==> config.mk <==
export PLATFORM = sky130hd
export DESIGN_NAME = mem_stage
export DESIGN_NICKNAME = d
export VERILOG_FILES = /design/src/rtl/mem_stage.sv
export SDC_FILE = /design/constraint.sdc
export NUM_CORES = 1
export LEC_CHECK = 0
export BUFFER_PORTS_ARGS = -buffer_cell sky130_fd_sc_hd__buf_4
export CAP_MARGIN = 30
export CORE_MARGIN = 2
export CORE_UTILIZATION = 30
export CTS_BUF_LIST = sky130_fd_sc_hd__clkbuf_4 sky130_fd_sc_hd__clkbuf_8 sky130_fd_sc_hd__clkbuf_16
export CTS_CLUSTER_SIZE = 40
export DETAILED_ROUTE_END_ITERATION = 6
export GPL_ROUTABILITY_DRIVEN = 1
export PLACE_DENSITY = 0.57
export SKIP_CTS_REPAIR_TIMING = 1
export SLEW_MARGIN = 30
export SYNTH_ARGS = -nofsm -noshare
export SYNTH_HDL_FRONTEND = slang
export SYNTH_SLANG_ARGS = --single-unit
==> constraint.sdc <==
create_clock -name clk -period 2.57 [get_ports clk]
set_clock_uncertainty 0.2 [all_clocks]
set_input_delay 0 -clock clk [delete_from_list [all_inputs] [get_ports clk]]
set_output_delay 0 -clock clk [all_outputs]
set_load 0.02 [all_outputs]
==> src/rtl/mem_stage.sv <==
// mem_stage: memory-access stage between execute and writeback.
// Accepts the registered execute result, performs loads and stores against
// the data memory over a req/ack handshake, stalls execute while an access
// is outstanding, and registers the values writeback consumes.
//
// Optional feature macro: MEM_ALIGN_CHECK_EN
//   defined   : memory ops with address[1:0] != 0 are rejected and
//               mem_exc_misalign pulses for one cycle.
//   undefined : address[1:0] ignored, mem_exc_misalign tied 0.
//
// Ports:
//   clk, rst_n            clock, async active-low reset
//   exe_mem_*             instruction from execute (ignored while stalled)
//   dmem_mem_rdata/ack    data memory response
//   mem_dmem_*            data memory request (driven from registered state)
//   mem_stall             execute must hold its outputs
//   mem_exc_misalign      misaligned-access pulse
//   mem_wb_*              registered writeback values
//
// state | meaning
// IDLE  | ready to accept an instruction from execute
// REQ   | memory access outstanding, waiting for ack
module mem_stage (
  input  logic        clk,
  input  logic        rst_n,
  input  logic        exe_mem_valid,
  input  logic [31:0] exe_mem_reslt_data,
  input  logic [31:0] exe_mem_store_data,
  input  logic        exe_mem_rd_en,
  input  logic        exe_mem_wr_en,
  input  logic        exe_mem_reg_wr_en,
  input  logic [4:0]  exe_mem_reg_wr_add,
  input  logic [31:0] dmem_mem_rdata,
  input  logic        dmem_mem_ack,
  output logic        mem_dmem_req,
  output logic        mem_dmem_we,
  output logic [31:0] mem_dmem_addr,
  output logic [31:0] mem_dmem_wdata,
  output logic        mem_stall,
  output logic        mem_exc_misalign,
  output logic [31:0] mem_wb_memory_data,
  output logic [31:0] mem_wb_reg_wr_data,
  output logic        mem_wb_reg_wr_en,
  output logic        mem_wb_rm_data_sel,
  output logic [4:0]  mem_wb_reg_wr_add
);

  typedef enum logic {IDLE = 1'b0, REQ = 1'b1} state_t;

  state_t      state, state_nxt;
  logic [31:2] addr_q;
  logic [31:0] wdata_q;
  logic        we_q;
  logic        reg_wr_en_q;
  logic        is_mem;
  logic        is_store;
  logic        misalign;
  logic        accept;

  always_comb begin
    is_mem   = exe_mem_rd_en | exe_mem_wr_en;
    is_store = exe_mem_wr_en;
    accept   = (state == IDLE) && exe_mem_valid;
`ifdef MEM_ALIGN_CHECK_EN
    misalign = is_mem && (exe_mem_reslt_data[1:0] != 2'b00);
`else
    misalign = 1'b0;
`endif
  end

  always_ff @(posedge clk or negedge rst_n) begin
    if (!rst_n) state <= IDLE;
    else        state <= state_nxt;
  end

  always_comb begin
    state_nxt = state;
    case (state)
      IDLE: if (exe_mem_valid && is_mem && !misalign) state_nxt = REQ;
      REQ:  if (dmem_mem_ack) state_nxt = IDLE;
      default: state_nxt = IDLE;
    endcase
  end

  // The destination is held in mem_wb_reg_wr_add itself: it is written at
  // accept and cannot change again until the next accept.
  always_ff @(posedge clk or negedge rst_n) begin
    if (!rst_n) begin
      addr_q             <= '0;
      wdata_q            <= '0;
      we_q               <= 1'b0;
      reg_wr_en_q        <= 1'b0;
      mem_wb_memory_data <= '0;
      mem_wb_reg_wr_data <= '0;
      mem_wb_reg_wr_en   <= 1'b0;
      mem_wb_rm_data_sel <= 1'b0;
      mem_wb_reg_wr_add  <= '0;
    end else begin
      mem_wb_reg_wr_en <= 1'b0;
      if (accept) begin
        mem_wb_reg_wr_data <= exe_mem_reslt_data;
        mem_wb_reg_wr_add  <= exe_mem_reg_wr_add;
        if (!is_mem) begin
          mem_wb_reg_wr_en   <= exe_mem_reg_wr_en;
          mem_wb_rm_data_sel <= 1'b0;
        end else if (!misalign) begin
          addr_q      <= exe_mem_reslt_data[31:2];
          wdata_q     <= exe_mem_store_data;
          we_q        <= is_store;
          // rd+wr together is a store, which never writes the register file
          reg_wr_en_q <= exe_mem_reg_wr_en & ~is_store;
        end
      end else if (state == REQ && dmem_mem_ack && !we_q) begin
        mem_wb_memory_data <= dmem_mem_rdata;
        mem_wb_rm_data_sel <= 1'b1;
        mem_wb_reg_wr_en   <= reg_wr_en_q;
      end
    end
  end

`ifdef MEM_ALIGN_CHECK_EN
  logic exc_q;
  always_ff @(posedge clk or negedge rst_n) begin
    if (!rst_n) exc_q <= 1'b0;
    else        exc_q <= accept && misalign;
  end
  assign mem_exc_misalign = exc_q;
`else
  assign mem_exc_misalign = 1'b0;
`endif

  assign mem_dmem_req   = (state == REQ);
  assign mem_dmem_we    = (state == REQ) && we_q;
  assign mem_dmem_addr  = {addr_q, 2'b00};
  assign mem_dmem_wdata = wdata_q;
  assign mem_stall      = (state == REQ);

endmodule

After elaboration in Yosys (flattened, before gate mapping)

Cells that the tools add are included.

Flip-flop bits (word level): 136
Input port bits: 108
Output and inout port bits: 139
Logic and storage cells: 35

Eq/ne operators: 1
Muxes and demuxes: 9
Bitwise gates (word level): 5
Reductions and logical operators: 10

Operator list:

| cell                 | count |
|---|---|
| $mux W1              | 8 |
| $reduce_and A2 Y1    | 3 |
| $logic_and A1 B1 Y1  | 5 |
| $not A1 Y1           | 3 |
| $ne A2 B2 Y1 const B | 1 |
| $pmux W1 S2          | 1 |
| $reduce_bool A2 Y1   | 1 |
| $and A1 B1 Y1        | 1 |
| $logic_not A1 Y1     | 1 |
| $or A1 B1 Y1         | 1 |

Depth between registers and ports, before layout

Gate-level depths: netlist of run 1.

Depth after elaboration: 4
Mapped depth: 6
Gate-level depth less buffers: 3

Worst setup path before layout of run 1

No wires, ideal clock.

Path type: reg2reg
Start: reg state, in the netlist mem_dmem_req
End: reg wdata_q[10], in the netlist mem_dmem_wdata[10]
Setup time: 0.125 ns
Arrival: 1.444 ns
Required time: 2.245 ns
Setup slack: 0.801 ns
Stages on the path, launching flop included: 7
Buffers on the path: 3
Period minus slack after synthesis: 1.769 ns
Cells stage by stage: dfrtp_1 -> nor2b_1 -> buf_2 -> nor2b_4 -> buf_6 -> buf_6 -> mux2_4

Cells in the longest elaborated chain, start to end: 3

RTL lines:

| what                        | RTL line | text |
|---|---|---|
| from (decl)                 | 50       | `state_t state, state_nxt;` |
| from (signal assigned)      | 73       | `else state <= state_nxt;` |
| $not A1 Y1                  | 63       | `accept = (state == IDLE) && exe_mem_valid;` |
| $logic_and A1 B1 Y1         | 63       |  |
| $reduce_and A2 Y1 (no line) | --       |  |
| to (signal assigned)        | 108      | `wdata_q <= exe_mem_store_data;` |
| to (decl)                   | 52       | `logic [31:0] wdata_q;` |

Every way passes these cells.
A chain may end at the register's enable or synchronous reset.

Worst setup path after layout of run 1

Start: reg state, in the netlist mem_dmem_req
End: reg addr_q[29] (netlist bit)

Cells in the longest elaborated chain, start to end: 3

RTL lines:

| what                        | RTL line | text |
|---|---|---|
| $not A1 Y1                  | 63       |  |
| $logic_and A1 B1 Y1         | 63       |  |
| $reduce_and A2 Y1 (no line) | --       |  |
| to (signal assigned)        | 107      | `addr_q <= exe_mem_reslt_data[31:2];` |
| to (decl)                   | 51       | `logic [31:2] addr_q;` |

Every way passes these cells.

==> results.sh, run 1 <==
export IMPL_status="complete, no violations"
export IMPL_syn_avg_cell_area_um2=17.25
export IMPL_worstPathCellList="nor2b_4, o21ai_4, dlygate4sd3_1, mux2_2"
export IMPL_crit_arrival_ns=2.40
export IMPL_dieArea_um2=18490
export IMPL_grt_max_degree=72
export IMPL_synthXorXnorAreaFrac_pct=0
export IMPL_nets=775
export IMPL_ys_warn_count=0
export IMPL_yosys_area_share_simple_pct=1.006
export IMPL_nFillCells=1437
export IMPL_max_cap_violations=0
export IMPL_final_area_um2=9089
export IMPL_wl_per_cell_um=15.43
export IMPL_via_per_inst=4.223
export IMPL_first_iter_violations=91
export IMPL_seq_power_share_pct=35.7
export IMPL_die_w_um=136.0
export IMPL_io_pins=247
export IMPL_drcViolationCount=0
export IMPL_core_area_um2=17180
export IMPL_grt_pass1_wl_mm=19.24
export IMPL_grt_usage_pct=13.56
export IMPL_p_comb_share_pct=34.2
export IMPL_fin_crit_ns=2.300
export IMPL_fp_dieH_um=136.0
export IMPL_dp_hpwl_mm=9.267
export IMPL_clkLatencyLatePin_ns=0.41
export IMPL_final_cell_mix="buf_4, dfrtp_1, dlygate4sd3_1"
export IMPL_p_int_w=0.005924
export IMPL_syn2layout_area_growth_pct=73.90
export IMPL_fin_tns_setup_ns=0
export IMPL_dr_pass1_iters=4
export IMPL_cp_max_fo=8
export IMPL_synth_compound_area_share_pct=0.7900
export IMPL_worstSetupStartpointType="flip-flop"
export IMPL_numPortBuffers=243
export IMPL_setup_viol=0
export IMPL_htreeDepth=4
export IMPL_drt_wl_total_mm=13.97
export IMPL_numCtsBuffers=17
export IMPL_worstHoldPathType="input port to flip-flop"
export IMPL_powerDensity_nw_per_um2=945.8
export IMPL_final_common_cell="buf_4"
export IMPL_postRouteAntennaNets=0
export IMPL_cp_required_ns=2.67
export IMPL_vias=3822
export IMPL_rsz0062_at_grt="no"
export IMPL_synth_seq_cells=136
export IMPL_power_frac_clock_pct=30.1
export IMPL_ys_types=18
export IMPL_synth_top_area_share_pct=65.12
export IMPL_hold_violations=0
export IMPL_clockRootBuffer="clkbuf_16"
export IMPL_synth_cells=303
export IMPL_clkSlewWorstSetupHoldPaths_ns=0.06
export IMPL_synthAdderAreaFrac_pct=0
export IMPL_postPlaceCellArea_um2=7333
export IMPL_grt_ovfl_total=0
export IMPL_antenna_found_initial=0
export IMPL_ir_drop_mv=0.4290
export IMPL_p_sw_share_pct=31.09
export IMPL_worstSetupEndpointType="flip-flop"
export IMPL_cts_tree="built"
export IMPL_cts_buffer_depth=2
export IMPL_switching_power_w=0.002672
export IMPL_crit_path_top_delay_cell="dlygate4sd3_1"
export IMPL_muxShareOfSynthArea_pct=30.31
export IMPL_seq_area_frac_synth_pct=65.12
export IMPL_netlist_top_cell_by_area="dfrtp_1"
export IMPL_synth_area_um2=5226
export IMPL_timing_final_crit_share_pct=89.48
export IMPL_grt_pass1_vias=3683
export IMPL_leakage_nw=4.283
export IMPL_max_freq_mhz=434.9
export IMPL_max_stage_delay_ns=0.88
export IMPL_synth_top_family_by_area="multiplexers"
export IMPL_clock_sinks=136
export IMPL_synthTopCellsByArea="dfrtp_1, mux2_2, mux2_4"
export IMPL_rows=48
export IMPL_drive_gt1_share_pct=61.47
export IMPL_diodes=0
export IMPL_path_class="flip-flop to flip-flop"
export IMPL_finalWeightedCongestion=0.7198
export IMPL_start_util_pct=30.43
export IMPL_drv_slew=0
[power by group through the flow]
stage          Clock, W  Combinational [W]  Sequential (W)
3_5_place_dp          0            0.00281         0.00309
6_report        0.00259            0.00294         0.00307
4_1_cts         0.00267            0.00282         0.00306
5_1_grt         0.00276            0.00310         0.00314
2_1_floorplan         0           0.000746         0.00380
3_3_place_gp          0            0.00278         0.00307
[final timing paths]
kind / from / end / slack (ns) / cells past startpoint
worst max-delay path: mem_dmem_req / addr_q[29] / 0.27 / 4
worst min-delay path: exe_mem_valid / addr_q[8] / 0.02 / 4
worst max register to register: mem_dmem_req / addr_q[29] / 0.27 / 4
worst min register to register: addr_q[8] / addr_q[8] / 0.30 / 1
max in group asynchronous: rst_n / mem_wb_memory_data[17] / 1.27 / 4
min in group asynchronous: rst_n / addr_q[13] / 0.46 / 4
[final cells by class]
cell class | count | area, µm² | area share, %
Inverter | 3 | 11.26 | 0.1239
Multi-Input combinational cell | 147 | 1704 | 18.75
Clock inverter | 14 | 195.2 | 2.148
Clock buffer | 18 | 439.2 | 4.832
Timing Repair Buffer | 362 | 3054 | 33.60
Sequential cell | 136 | 3403 | 37.44
Tap cell | 225 | 281.5 | 3.097
[layer usage]
layer  up-vias  track usage [%]  share of wire [%]
met5         -                0                  0
met4         0            5.382                1.1
met1      1889            16.46                 40
met3        11            4.661                7.0
met2       135            22.17                 52
li1       1787                -                  -
[logic make-up (layout without fill, tap and decap cells)]
logic type             Yosys count  count (layout)
other                            1               3
AOI/OAI and AO/OA                6               6
DFF                            136             136
and+or+nand+nor                  7               7
buffers and inverters           22             397
muxes                          131             131
[critical path, delay by kind of cell, from the launching register on]
family	cells	cell delay [ns]
buf+inv	1	0.88
compound gates	1	0.17
simple gates	1	0.09
flops	1	0.46
mux	1	0.38
[metrics by stage]
stage,hold WS (ns),cells,util (%),worst slack [ns],power [W]
after floorplan,-0.4956,305,-,0.8008,0.004549
after global placement,-0.2970,761,42.53,0.8117,0.005842
after detailed placement,-0.2953,762,42.69,0.7756,0.005905
after CTS,-0.7433,794,46.39,0.7490,0.008550
after global routing,0.04892,905,52.91,0.1302,0.009002
final,0.02339,905,52.91,0.2704,0.008596
[state kept, by name, summed over array words and instances, names as in the netlist]
name and flops:
mem_dmem_req 1, mem_dmem_wdata 32, reg_wr_en_q 1, mem_wb_rm_data_sel 1
we_q 1, addr_q 30, mem_wb_reg_wr_data 32, mem_wb_reg_wr_add 5
mem_wb_memory_data 32, mem_wb_reg_wr_en 1
[synthesized netlist by cell type (all sizes together)]
cell,count
dfrtp,136
mux2,131
buf,19
o21ai,4
inv,3
and2,2
nor2b,2
a22o,1
conb,1
nand3b,1
nand4b,1
nor2,1
o2bb2ai,1
No activity file was read; power rests on OpenSTA's default activity.
==> inputs of run 2 (changes only) <==
--- a/config.mk
+++ b/config.mk
@@ -5,7 +5,7 @@
 export SDC_FILE = /design/constraint.sdc
 export NUM_CORES = 1
 export LEC_CHECK = 0
-export BUFFER_PORTS_ARGS = -buffer_cell sky130_fd_sc_hd__buf_4
+export BUFFER_PORTS_ARGS = -buffer_cell sky130_fd_sc_hd__clkbuf_2
 export CAP_MARGIN = 30
 export CORE_MARGIN = 2
 export CORE_UTILIZATION = 30
==> constraint.sdc (replaced) <==
create_clock -name clk -period 3 [get_ports clk]
set_clock_uncertainty 0.2 [all_clocks]
set_input_delay 0 -clock clk [delete_from_list [all_inputs] [get_ports clk]]
set_output_delay 0 -clock clk [all_outputs]
set_load 0.02 [all_outputs]
==> run 2 against run 1 <==
  * Total power decreased by 20%
  * Cell count unchanged
  * Critical endpoint is now addr_q[7]
  * Non-clock buffer count stayed put
  * Combinational power fell by 27%
  * Sequential share of layout area up 3.0 points
  * Maximum frequency down 15%
  * Setup slack gained 0.013 ns
  * Register-to-register slack about the same
  * Global-route usage down 0.56 points
  * Critical path depth rose by 1
==> results.sh, run 2 (synthesized netlist as in run 1, its figures left out) <==
export IMPL_timing_final_crit_share_pct=90.56
export IMPL_max_cap_violations=0
export IMPL_fp_dieH_um=136.0
export IMPL_power_frac_clock_pct=30.3
export IMPL_syn2layout_area_growth_pct=60.98
export IMPL_cp_required_ns=3.09
export IMPL_postRouteAntennaNets=0
export IMPL_max_slew_worst_pin_slew_ns=0.7391
export IMPL_crit_path_top_delay_cell="dlygate4sd3_1"
export IMPL_hp_start="dmem_mem_ack"
export IMPL_io_pins=247
export IMPL_clock_sinks=136
export IMPL_rsz0062_at_grt="no"
export IMPL_dp_hpwl_mm=8.794
export IMPL_numCtsBuffers=17
export IMPL_drive_gt1_share_pct=61.18
export IMPL_hold_violations=0
export IMPL_p_comb_share_pct=31.4
export IMPL_crit_arrival_ns=2.81
export IMPL_p_int_w=0.004588
export IMPL_place_inst=761
export IMPL_diodes=0
export IMPL_p_sw_share_pct=33.15
export IMPL_ir_drop_mv=0.4180
export IMPL_fin_crit_ns=2.717
export IMPL_die_w_um=136.0
export IMPL_powerDensity_nw_per_um2=815.9
export IMPL_max_freq_mhz=368.1
export IMPL_grt_usage_pct=13.00
export IMPL_grt_ovfl_total=0
export IMPL_cts_buffer_depth=2
export IMPL_wl_per_cell_um=15.20
export IMPL_worstSetupStartpointType="flip-flop"
export IMPL_leakage_nw=4.092
export IMPL_finalNonFillerCells=905
export IMPL_dr_pass1_iters=4
export IMPL_via_per_inst=4.251
export IMPL_first_iter_violations=72
export IMPL_setup_viol=0
export IMPL_postPlaceCellArea_um2=6695
export IMPL_path_class="flip-flop to flip-flop"
export IMPL_clkSlewWorstSetupHoldPaths_ns=0.06
export IMPL_setup_worst_path_start="mem_dmem_req"
export IMPL_nets=775
export IMPL_final_area_um2=8413
export IMPL_worstHoldPathType="input port to flip-flop"
export IMPL_finalWeightedCongestion=0.7354
export IMPL_htreeDepth=4
export IMPL_grt_max_degree=70
export IMPL_worstPathCellList="nor2b_4, buf_4, o21ai_4, dlygate4sd3_1, mux2_2"
export IMPL_drt_wl_total_mm=13.75
export IMPL_vias=3847
export IMPL_final_cell_mix="clkbuf_2, dfrtp_1, dlygate4sd3_1"
export IMPL_drcViolationCount=0
export IMPL_final_common_cell="clkbuf_2"
export IMPL_dieArea_um2=18490
export IMPL_cp_max_fo=41
export IMPL_worstSetupEndpointType="flip-flop"
export IMPL_rows=48
export IMPL_switching_power_w=0.002276
export IMPL_clkLatencyLatePin_ns=0.42
export IMPL_grt_pass1_vias=3528
export IMPL_fin_tns_setup_ns=0
export IMPL_drv_slew=0
export IMPL_grt_pass1_wl_mm=18.25
export IMPL_slew_headroom_pct=50.56
export IMPL_cts_tree="built"
export IMPL_start_util_pct=30.43
export IMPL_seq_power_share_pct=38.3
export IMPL_antenna_found_initial=0
export IMPL_max_stage_delay_ns=0.77
export IMPL_r2r_start="mem_dmem_req"
export IMPL_clockRootBuffer="clkbuf_16"
export IMPL_core_area_um2=17180
export IMPL_numPortBuffers=243
export IMPL_status="complete, no violations"
## run 2: worst paths after layout
kind	to	slack (ns)	cells past startpoint
setup reg to reg	addr_q[7]	0.28	5
hold reg to reg	addr_q[13]	0.30	1
min in group asynchronous	mem_wb_reg_wr_data[18]	0.47	3
hold / removal	mem_dmem_req	0.14	3
max in group asynchronous	mem_wb_reg_wr_data[25]	0.62	4
setup / recovery	addr_q[7]	0.28	5
## run 2: stage by stage
stage	hold WS (ns)	setup WS [ns]	utilization [%]	total power [W]
floorplan	-0.4956	1.231	-	0.003897
finish	0.1410	0.2833	48.98	0.006864
global route	0.1419	0.1513	48.98	0.007211
CTS	-0.6098	0.7259	42.45	0.006809
global placement	-0.1591	0.7804	38.82	0.004639
detailed placement	-0.1549	0.7481	38.98	0.004698
## run 2: final cells by class
type | instances | area (µm²)
Clock buffer | 19 | 452.9
Sequential cell | 136 | 3403
Multi-Input combinational cell | 147 | 1704
Inverter | 3 | 11.26
Clock inverter | 13 | 143.9
Tap cell | 225 | 281.5
Timing Repair Buffer | 362 | 2416
Fill cell | 1495 | 8763
## run 2: critical path: cells and delay by family, from the launching register on
| family | cells | cell delay (ns) |
|---|---|---|
| compound gates | 1 | 0.23 |
| mux | 1 | 0.32 |
| simple gates | 1 | 0.14 |
| buf+inv | 2 | 1.25 |
| flops | 1 | 0.44 |
## run 2: power by group through the flow
stage | Clock [W] | Sequential, W | Combinational, W
final | 0.00208 | 0.00263 | 0.00216
after global routing | 0.00223 | 0.00269 | 0.00230
after CTS | 0.00213 | 0.00262 | 0.00206
after detailed placement | 0 | 0.00265 | 0.00205
after global placement | 0 | 0.00262 | 0.00202
after floorplan | 0 | 0.00326 | 0.000639
## run 2: metal layers
metal  track usage, %  up-vias  part of all wire, %
met2            21.58      144                   52
met3            5.220       26                  6.3
met5                0        -                    0
met1            14.58     1897                   39
li1                 -     1780                    -
met4            6.250        0                  2.1
==> inputs of run 3 (changes only) <==
--- a/config.mk
+++ b/config.mk
@@ -13,7 +13,7 @@
 export CTS_CLUSTER_SIZE = 40
 export DETAILED_ROUTE_END_ITERATION = 6
 export GPL_ROUTABILITY_DRIVEN = 1
-export PLACE_DENSITY = 0.57
+export PLACE_DENSITY = 0.54
 export SKIP_CTS_REPAIR_TIMING = 1
 export SLEW_MARGIN = 30
 export SYNTH_ARGS = -nofsm -noshare
==> run 3 against run 2 <==
  * Combinational power about the same
  * Register-to-register slack improved by 0.25 ns
  * Die area unchanged
  * Setup slack improved by 0.25 ns
  * Worst hold slack got worse by 0.12 ns
  * Clock power about the same
  * Sequential share of layout area decreased by 0.11 points
  * Flip-flop and latch count unchanged
  * First-iteration DRC count increased by 56%
  * Global-route usage increased by 0.37 points
  * Critical endpoint is now addr_q[30]
  * Highest routed layer unchanged
==> results.sh, run 3 (synthesized netlist as in run 1, its figures left out) <==
export IMPL_slew_headroom_pct=52.37
export IMPL_switching_power_w=0.002257
export IMPL_r2r_setup_slack_ns=0.53
export IMPL_status="complete, no violations"
export IMPL_syn2layout_area_growth_pct=61.41
export IMPL_seq_power_share_pct=37.9
export IMPL_vias=3837
export IMPL_rr_worst_depth=5
export IMPL_r2r_start="mem_dmem_req"
export IMPL_cp_required_ns=3.09
export IMPL_cts_tree="built"
export IMPL_p_int_w=0.004638
export IMPL_p_sw_share_pct=32.73
export IMPL_final_common_cell="clkbuf_2"
export IMPL_wl_per_cell_um=14.50
export IMPL_path_class="flip-flop to flip-flop"
export IMPL_leakage_nw=4.121
export IMPL_grt_pass1_wl_mm=18.80
export IMPL_clock_sinks=136
export IMPL_max_freq_mhz=405.2
export IMPL_rsz0062_at_grt="no"
export IMPL_diodes=0
export IMPL_fin_tns_setup_ns=0
export IMPL_p_comb_share_pct=31.6
export IMPL_rows=48
export IMPL_cts_buffer_depth=2
export IMPL_finalWeightedCongestion=0.7253
export IMPL_dr_pass1_iters=4
export IMPL_core_area_um2=17180
export IMPL_nFillCells=1536
export IMPL_first_iter_violations=112
export IMPL_numCtsBuffers=17
export IMPL_drt_wl_total_mm=13.18
export IMPL_r2r_end="addr_q[30]"
export IMPL_place_inst=762
export IMPL_antenna_found_initial=0
export IMPL_drv_slew=0
export IMPL_powerDensity_nw_per_um2=817.3
export IMPL_grt_ovfl_total=0
export IMPL_cp_max_fo=22
export IMPL_via_per_inst=4.221
export IMPL_htreeDepth=4
export IMPL_crit_arrival_ns=2.56
export IMPL_die_w_um=136.0
export IMPL_register_area_um2=3403
export IMPL_postRouteAntennaNets=0
export IMPL_clockRootBuffer="clkbuf_16"
export IMPL_dieArea_um2=18490
export IMPL_grt_pass1_vias=3621
export IMPL_numPortBuffers=243
export IMPL_worstSetupEndpointType="flip-flop"
export IMPL_ir_drop_mv=0.5263
export IMPL_timing_final_crit_share_pct=82.27
export IMPL_io_pins=247
export IMPL_power_frac_clock_pct=30.5
export IMPL_multiInputGateArea_um2=1704
export IMPL_drcViolationCount=0
export IMPL_max_slew_worst_pin_slew_ns=0.7145
export IMPL_worstHoldPathType="input port to async pin"
export IMPL_drive_gt1_share_pct=60.96
export IMPL_max_cap_violations=0
export IMPL_fp_dieH_um=136.0
export IMPL_fin_crit_ns=2.468
export IMPL_final_cell_mix="clkbuf_2, dfrtp_1, dlygate4sd3_1"
export IMPL_start_util_pct=30.43
export IMPL_grt_usage_pct=13.36
export IMPL_clkLatencyLatePin_ns=0.41
export IMPL_grt_max_degree=78
export IMPL_finalNonFillerCells=909
export IMPL_hold_violations=0
export IMPL_nets=779
export IMPL_dp_hpwl_mm=8.892
export IMPL_worstSetupStartpointType="flip-flop"
export IMPL_setup_viol=0
export IMPL_setup_worst_path_start="mem_dmem_req"
export IMPL_clkSlewWorstSetupHoldPaths_ns=0.06
-- run 3: final cells by class --
cell class / instances / area share (%)
tap: 225 / 3.337
timing repair buffer: 366 / 28.85
inverter: 3 / 0.1335
clock buffer: 17 / 5.043
multi-input combinational: 147 / 20.20
sequential: 136 / 40.34
clock inverter: 15 / 2.091
-- run 3: routing by layer --
layer  track usage, %  vias to the layer above  routed length (µm)
met3            6.711                       13                1055
li1                 -                     1790                   -
met2            20.54                      151                6484
met4            5.382                        0                 186
met5                0                        -                   0
met1            15.96                     1883                5457
-- run 3: critical path: stages (launching register included) --
cell	delay, ns
dfrtp_1	0.45
nor2b_4	0.16
buf_4	0.33
o21ai_4	0.22
dlygate4sd3_1	0.70
mux2_2	0.29
-- run 3: worst max-delay path by stage --
stage / to / slack, ns / cells past startpoint
global route: addr_q[24] / 0.39 / 5
global placement: addr_q[15] / 0.94 / 5
floorplan: mem_dmem_wdata[10] / 1.23 / 6
detailed placement: addr_q[22] / 0.89 / 5
CTS: addr_q[22] / 0.87 / 5
finish: addr_q[30] / 0.53 / 5
-- run 3: through the flow --
step | cell area, µm² | worst slack, ns | hold slack, ns | utilization, % | power [W]
after CTS | 7284 | 0.8668 | -0.5577 | 42.41 | 0.006858
after floorplan | 5234 | 1.231 | -0.4956 | - | 0.003897
final | 8436 | 0.5320 | 0.01838 | 49.11 | 0.006894
after global routing | 8436 | 0.3882 | 0.05986 | 49.11 | 0.007266
after global placement | 6683 | 0.9443 | -0.1257 | 38.91 | 0.004641
after detailed placement | 6683 | 0.8919 | -0.1083 | 38.91 | 0.004695
-- run 3: power groups by stage --
stage	Sequential [W]	Combinational, W	Clock (W)
global route	0.00268	0.00232	0.00227
detailed placement	0.00264	0.00205	0
global placement	0.00262	0.00202	0
CTS	0.00261	0.00206	0.00218
finish	0.00261	0.00218	0.00211
floorplan	0.00326	0.000639	0
